**src/rtl/stopwatch_pkg.sv**
```systemverilog
// Shared types and defaults for the stopwatch controller slice.
package stopwatch_pkg;

    typedef enum logic [1:0] {
        IDLE  = 2'b00,
        RUN   = 2'b01,
        PAUSE = 2'b10
    } state_t;

    // 200 ms key lockout and 10 ms tick at a 50 MHz clock
    localparam int unsigned DEFAULT_DELAY_TIME = 10000000;
    localparam int unsigned DEFAULT_TICK_DIV   = 500000;

    localparam int unsigned LOCK_W = 32;

endpackage

```
**src/rtl/stopwatch_if.sv**
```systemverilog
// Pushbutton inputs and control/status outputs of the stopwatch controller.
interface stopwatch_if;

    logic       key_reset;
    logic       key_start_pause;
    logic       key_display_stop;
    logic       tick_en;
    logic       clr;
    logic       latch_en;
    logic [1:0] state;
    logic       led0;
    logic       led1;
    logic       led2;
    logic       led3;

    // Board side: drives the keys, observes the controller
    modport master (
        output key_reset, key_start_pause, key_display_stop,
        input  tick_en, clr, latch_en, state, led0, led1, led2, led3
    );

    // Controller side
    modport slave (
        input  key_reset, key_start_pause, key_display_stop,
        output tick_en, clr, latch_en, state, led0, led1, led2, led3
    );

endinterface

```
**src/rtl/stopwatch_ctrl_key_debounce.sv**
```systemverilog
// Pushbutton conditioning: 2-flop synchroniser, falling-edge detector and a
// lockout counter that rejects further edges until DELAY_TIME cycles pass.
module key_debounce
    import stopwatch_pkg::*;
#(
    parameter int unsigned DELAY_TIME = DEFAULT_DELAY_TIME
) (
    input  logic clk,
    input  logic reset,
    input  logic key_i,
    output logic press_o
);

    localparam logic [LOCK_W-1:0] DELAY_LIM = LOCK_W'(DELAY_TIME);

    logic              sync1_q;
    logic              sync2_q;
    logic              prev_q;
    logic [LOCK_W-1:0] lock_q;
    logic [LOCK_W-1:0] lock_d;
    logic              press_q;
    logic              press_d;

    // An edge is accepted only once the lockout has fully expired; acceptance
    // restarts the lockout, otherwise the counter climbs and saturates.
    always_comb begin
        press_d = 1'b0;
        lock_d  = lock_q;
        if (prev_q && !sync2_q && (lock_q >= DELAY_LIM)) begin
            press_d = 1'b1;
            lock_d  = '0;
        end else if (lock_q < DELAY_LIM) begin
            lock_d = lock_q + 1'b1;
        end
    end

    // Synchroniser, edge history, lockout counter and registered press pulse
    always_ff @(posedge clk) begin
        if (reset) begin
            sync1_q <= 1'b1;
            sync2_q <= 1'b1;
            prev_q  <= 1'b1;
            lock_q  <= DELAY_LIM;
            press_q <= 1'b0;
        end else begin
            sync1_q <= key_i;
            sync2_q <= sync1_q;
            prev_q  <= sync2_q;
            lock_q  <= lock_d;
            press_q <= press_d;
        end
    end

    assign press_o = press_q;

endmodule

```
**src/rtl/stopwatch_ctrl.sv**
```systemverilog
// Stopwatch control: run/pause/idle FSM, 10 ms prescaler, display freeze
// flag and status LEDs. The BCD counters live elsewhere and follow
// tick_en/clr/latch_en.
module stopwatch_ctrl
    import stopwatch_pkg::*;
#(
    parameter int unsigned DELAY_TIME = DEFAULT_DELAY_TIME,
    parameter int unsigned TICK_DIV   = DEFAULT_TICK_DIV
) (
    input  logic       clk,
    input  logic       reset,
    stopwatch_if.slave sw
);

    localparam int unsigned       CNT_W     = 32;
    localparam logic [CNT_W-1:0]  TICK_LAST = CNT_W'(TICK_DIV - 1);

    logic             pressReset;
    logic             pressStart;
    logic             pressDisplay;

    state_t           state_q;
    state_t           state_d;
    logic [CNT_W-1:0] presc_q;
    logic [CNT_W-1:0] presc_d;
    logic             frozen_q;
    logic             frozen_d;
    logic             tick_q;
    logic             tick_d;
    logic             clr_q;
    logic             clr_d;
    logic             latch_q;
    logic [3:0]       led_q;

    key_debounce #(.DELAY_TIME(DELAY_TIME)) uKeyReset (
        .clk     (clk),
        .reset   (reset),
        .key_i   (sw.key_reset),
        .press_o (pressReset)
    );

    key_debounce #(.DELAY_TIME(DELAY_TIME)) uKeyStart (
        .clk     (clk),
        .reset   (reset),
        .key_i   (sw.key_start_pause),
        .press_o (pressStart)
    );

    key_debounce #(.DELAY_TIME(DELAY_TIME)) uKeyDisplay (
        .clk     (clk),
        .reset   (reset),
        .key_i   (sw.key_display_stop),
        .press_o (pressDisplay)
    );

    // Next state: the reset key overrides everything; in RUN the prescaler
    // keeps counting on the pause cycle so a wrap there still yields its tick.
    always_comb begin
        state_d  = state_q;
        presc_d  = presc_q;
        frozen_d = frozen_q;
        tick_d   = 1'b0;
        clr_d    = 1'b0;
        if (pressReset) begin
            state_d  = IDLE;
            presc_d  = '0;
            frozen_d = 1'b0;
            clr_d    = 1'b1;
        end else begin
            if (state_q == RUN) begin
                tick_d  = (presc_q == TICK_LAST);
                presc_d = (presc_q == TICK_LAST) ? '0 : presc_q + 1'b1;
            end else if (state_q == IDLE) begin
                presc_d = '0;
            end
            case (state_q)
                IDLE:    if (pressStart) state_d = RUN;
                RUN:     if (pressStart) state_d = PAUSE;
                PAUSE:   if (pressStart) state_d = RUN;
                default: state_d = IDLE;
            endcase
            if (pressDisplay && (state_q != IDLE)) begin
                frozen_d = ~frozen_q;
            end
        end
    end

    // State, prescaler and every output are registered from the next values
    always_ff @(posedge clk) begin
        if (reset) begin
            state_q  <= IDLE;
            presc_q  <= '0;
            frozen_q <= 1'b0;
            tick_q   <= 1'b0;
            clr_q    <= 1'b1;
            latch_q  <= 1'b1;
            led_q    <= 4'b1000;
        end else begin
            state_q  <= state_d;
            presc_q  <= presc_d;
            frozen_q <= frozen_d;
            tick_q   <= tick_d;
            clr_q    <= clr_d;
            latch_q  <= ~frozen_d;
            led_q    <= {state_d == IDLE, frozen_d, state_d == PAUSE, state_d == RUN};
        end
    end

    assign sw.state    = state_q;
    assign sw.tick_en  = tick_q;
    assign sw.clr      = clr_q;
    assign sw.latch_en = latch_q;
    assign sw.led0     = led_q[0];
    assign sw.led1     = led_q[1];
    assign sw.led2     = led_q[2];
    assign sw.led3     = led_q[3];

endmodule

```
**src/flat_wrapper.sv**
```systemverilog
// flat-port wrapper written by rule: the top's interface ports become plain ports
module stopwatch_ctrl_flat import stopwatch_pkg::*;
#(
    parameter int unsigned DELAY_TIME = DEFAULT_DELAY_TIME,
    parameter int unsigned TICK_DIV   = DEFAULT_TICK_DIV
)
  (clk, reset, sw_key_reset, sw_key_start_pause, sw_key_display_stop, sw_tick_en, sw_clr, sw_latch_en, sw_state, sw_led0, sw_led1, sw_led2, sw_led3);
  stopwatch_if sw_i ();
  input  logic clk;
  input  logic reset;
  input wire logic [$bits(sw_i.key_reset)-1:0] sw_key_reset;
  input wire logic [$bits(sw_i.key_start_pause)-1:0] sw_key_start_pause;
  input wire logic [$bits(sw_i.key_display_stop)-1:0] sw_key_display_stop;
  output wire logic [$bits(sw_i.tick_en)-1:0] sw_tick_en;
  output wire logic [$bits(sw_i.clr)-1:0] sw_clr;
  output wire logic [$bits(sw_i.latch_en)-1:0] sw_latch_en;
  output wire logic [$bits(sw_i.state)-1:0] sw_state;
  output wire logic [$bits(sw_i.led0)-1:0] sw_led0;
  output wire logic [$bits(sw_i.led1)-1:0] sw_led1;
  output wire logic [$bits(sw_i.led2)-1:0] sw_led2;
  output wire logic [$bits(sw_i.led3)-1:0] sw_led3;
  assign sw_i.key_reset = sw_key_reset;
  assign sw_i.key_start_pause = sw_key_start_pause;
  assign sw_i.key_display_stop = sw_key_display_stop;
  assign sw_tick_en = sw_i.tick_en;
  assign sw_clr = sw_i.clr;
  assign sw_latch_en = sw_i.latch_en;
  assign sw_state = sw_i.state;
  assign sw_led0 = sw_i.led0;
  assign sw_led1 = sw_i.led1;
  assign sw_led2 = sw_i.led2;
  assign sw_led3 = sw_i.led3;
  stopwatch_ctrl #(.DELAY_TIME(DELAY_TIME), .TICK_DIV(TICK_DIV)) u_core (.clk(clk), .reset(reset), .sw(sw_i));
endmodule
```
**config.mk**
```make
export PLATFORM = sky130hd
export DESIGN_NAME = stopwatch_ctrl_flat
export DESIGN_NICKNAME = d
export VERILOG_FILES = /design/src/rtl/stopwatch_pkg.sv /design/src/rtl/stopwatch_if.sv /design/src/rtl/stopwatch_ctrl_key_debounce.sv /design/src/rtl/stopwatch_ctrl.sv /design/src/flat_wrapper.sv
export SDC_FILE = /design/constraint.sdc
export NUM_CORES = 1
export LEC_CHECK = 0
export ABC_CLOCK_PERIOD_IN_PS = 2700
export BUFFER_PORTS_ARGS = -buffer_cell sky130_fd_sc_hd__clkbuf_2
export CORE_MARGIN = 2
export CORE_UTILIZATION = 40
export CTS_CLUSTER_SIZE = 40
export DETAILED_ROUTE_END_ITERATION = 10
export RECOVER_POWER = 25
export SLEW_MARGIN = 20
export SYNTH_ARGS = -nofsm -noshare
export SYNTH_HDL_FRONTEND = slang
export SYNTH_SLANG_ARGS = --single-unit
```
**constraint.sdc**
```tcl
create_clock -name clk -period 2.7 [get_ports clk]
set_input_delay 0.135 -clock clk [delete_from_list [all_inputs] [get_ports clk]]
set_output_delay 0.135 -clock clk [all_outputs]
set_load 0.02 [all_outputs]
```
==> reports/metrics.csv <==
metric,value,unit
status,completed,
P&R area growth vs syn,10.7,%
Wirelength per Cell,15.4,µm
die width,142,µm
Clk pwr share,32.1,%
crit share post-route,87.1,%
I/O pin total,14,
clock buffer depth,2,
Routed WL,18100,µm
# port buffers,13,
first-pass GRT wire length,31200,µm
core area,18800,µm²
CP required,3000,ps
class of the worst hold path,primary input to flip-flop,
YS warnings,0,
flop2flop setup slack,350,ps
Slew HR,32.3,%
cell-internal power,4.30,mW
initial antenna violation count,0,
row count,50,
Fin. Hold Viols,0,
switching portion of total power,38.3,%
Worst Setup End Kind,flip-flop,
leading area contributor after synthesis,dfxtp_1,
Leakage Power,2.85,nW
Netlist cell types,62,
clock slew at reported path FFs,70,ps
Starting Density,40.8,%
remaining antenna violation count,0,
RSZ-0062 raised after global routing,no,
share of cells above drive strength 1,8.73,%
Clock Skew,13.8,ps
drt first pass iters,5,
DRC Markers,0,
Clock Latency Late Sink,430,ps
worst-margin pin slew,1010,ps
NumNets Final,938,
total power,6.97,mW
"Arr. time, crit path",2650,ps
Max VDD drop,0.493,mV
Reg power frac,38.3,%
sequential-to-total area share from yosys stat,38.9,%
setup_tns,0,ps
post_cts resized,0,
Post-synth top flop,dfxtp_1,
vias per inst,5.96,
# fillers,1841,
GRT overflow,0,
Num CTS Buffers,17,
post-CTS setup buffers,0,
final setup vio count,0,
worst setup path class,flip-flop to flip-flop,
"Avg Cell Area, Syn",8.20,µm²
Area contributors post-synth,"dfxtp_1 (39%), nand3_1 (4.8%), nand4_1 (4.6%)",
Starting DRT DRC Count,637,
Mapped Area,7660,µm²
Logic pwr share,29.6,%
DP HPWL,11600,µm
largest net degree at the start of global routing,53,
"Hold-fix buffers, CTS",3,
Clk Tree Root Cell,clkbuf_16,
Tmin final,2350,ps
post-synth top area share,38.9,%
vias in the first global route,6296,
"EDFF count, synth",0,
max-slew violations,0,
die outline height,142,µm
Startpoint Class,flip-flop,
"flops & latches, synth",149,
CTS H-tree depth,4,
worst-path fanout max,17,
number of diodes,0,
PwrDens,822,nW/µm²
Sw Pwr,2.67,mW
Die Footprint,20300,µm²
"FFs w/ async S/R, synth",0,%
syn nets,947,
Cells after Synth,935,
gpl congestion,0.776,
GRT Total Usage,18.6,%
CTS tree,yes,
vias,6989,
CTS Sinks,149,
Fmax,0.425,GHz
max_cap viols,0,
[metal layers]
layer / GRT usage [%] / wire (µm) / vias up
met5: 0 / 0 / -
met2: 28.7 / 8160 / 159
met4: 6.04 / 229 / 0
met3: 3.77 / 720 / 23
met1: 26.0 / 8990 / 3254
li1: - / - / 3553
[logic make-up (layout without fill, tap and decap cells)]
| logic type | Yosys count | count (layout) | share of synthesized area, % |
|---|---|---|---|
| compound gates | 193 | 193 | 17.2 |
| simple gates | 470 | 470 | 34.7 |
| mux | 13 | 13 | 1.71 |
| flops | 149 | 149 | 38.9 |
| buf+inv | 94 | 98 | 5.21 |
| xor+xnor | 9 | 9 | 1.03 |
| fa+ha+maj | 7 | 7 | 1.14 |
[final cells by class]
class / count / area (µm²) / share of cell area [%]
timing repair buffer: 38 / 260 / 3.07
inverter: 28 / 105 / 1.24
sequential: 149 / 2980 / 35.2
clock inverter: 14 / 118 / 1.39
multi-input combinational: 692 / 4280 / 50.5
clock buffer: 18 / 439 / 5.18
tap: 234 / 293 / 3.45
[worst max-delay path, stage by stage (launching register included)]
cell,delay (ps)
dfxtp_1,440
nor4b_1,330
nand4_1,130
or4_1,750
buf_4,300
a31oi_1,170
o22ai_1,90
[power groups by stage]
stage          sequential [mW]  combinational (mW)  clock, mW
4_1_cts                   2.66                2.09       2.29
6_report                  2.67                2.06       2.24
5_1_grt                   2.72                2.29       2.37
2_1_floorplan             2.60                1.67          0
3_3_place_gp              2.71                2.08          0
3_5_place_dp              2.71                2.08          0
[sequential cells by signal, summed over array words and instances (netlist names), 2 cells and up]
name / flops
u_core.uKeyStart.lock_q: 32
u_core.uKeyDisplay.lock_q: 32
u_core.presc_q: 32
u_core.led_q: 4
u_core.sw.state: 2
u_core.uKeyReset.lock_q: 32
[worst paths after layout]
kind	endpoint	from	depth (start not counted)
setup / recovery	u_core.presc_q[18]$_SDFFE_PP0P_	u_core.presc_q[8]$_SDFFE_PP0P_	6
hold / removal	u_core.sw.latch_en$_SDFF_PP1_	reset	3
setup reg to reg	u_core.presc_q[18]$_SDFFE_PP0P_	u_core.presc_q[8]$_SDFFE_PP0P_	6
hold reg to reg	u_core.uKeyStart.sync2_q$_SDFF_PP1_	u_core.uKeyStart.sync1_q$_SDFF_PP1_	1
[layout by cell type, fill, tap and decap left out, drive strengths merged, types with 23 or more instances in the layout]
master | Yosys | final
o21ai | 53 | 53
nor4 | 30 | 30
inv | 28 | 33
or4 | 23 | 23
nand3 | 73 | 73
dfxtp | 149 | 149
nand4 | 57 | 57
a31oi | 40 | 40
clkbuf | 48 | 31
nor3 | 29 | 29
nor2 | 44 | 44
nand2 | 81 | 81
[per-stage QoR]
step | cell area [µm²] | cells | hold slack [ps] | setup slack, ps | util [%]
after floorplan | 7660 | 935 | 239 | 731 | -
after global placement | 7920 | 1138 | 322 | 418 | 42.2
after detailed placement | 7920 | 1138 | 322 | 358 | 42.2
after CTS | 8500 | 1173 | 30.6 | 335 | 45.3
after global routing | 8480 | 1173 | 51.6 | 183 | 45.2
final | 8480 | 1173 | 37.5 | 349 | 45.2
[synth_stat cells (all sizes together) (22+ instances only)]
cell,number
nand2,81
inv,28
and3,22
a31oi,40
nor2,44
or4,23
o21ai,53
clkbuf,48
nor3,29
nand3,73
dfxtp,149
nor4,30
nand4,57
Note: power is estimated with default switching activity, not from simulation.
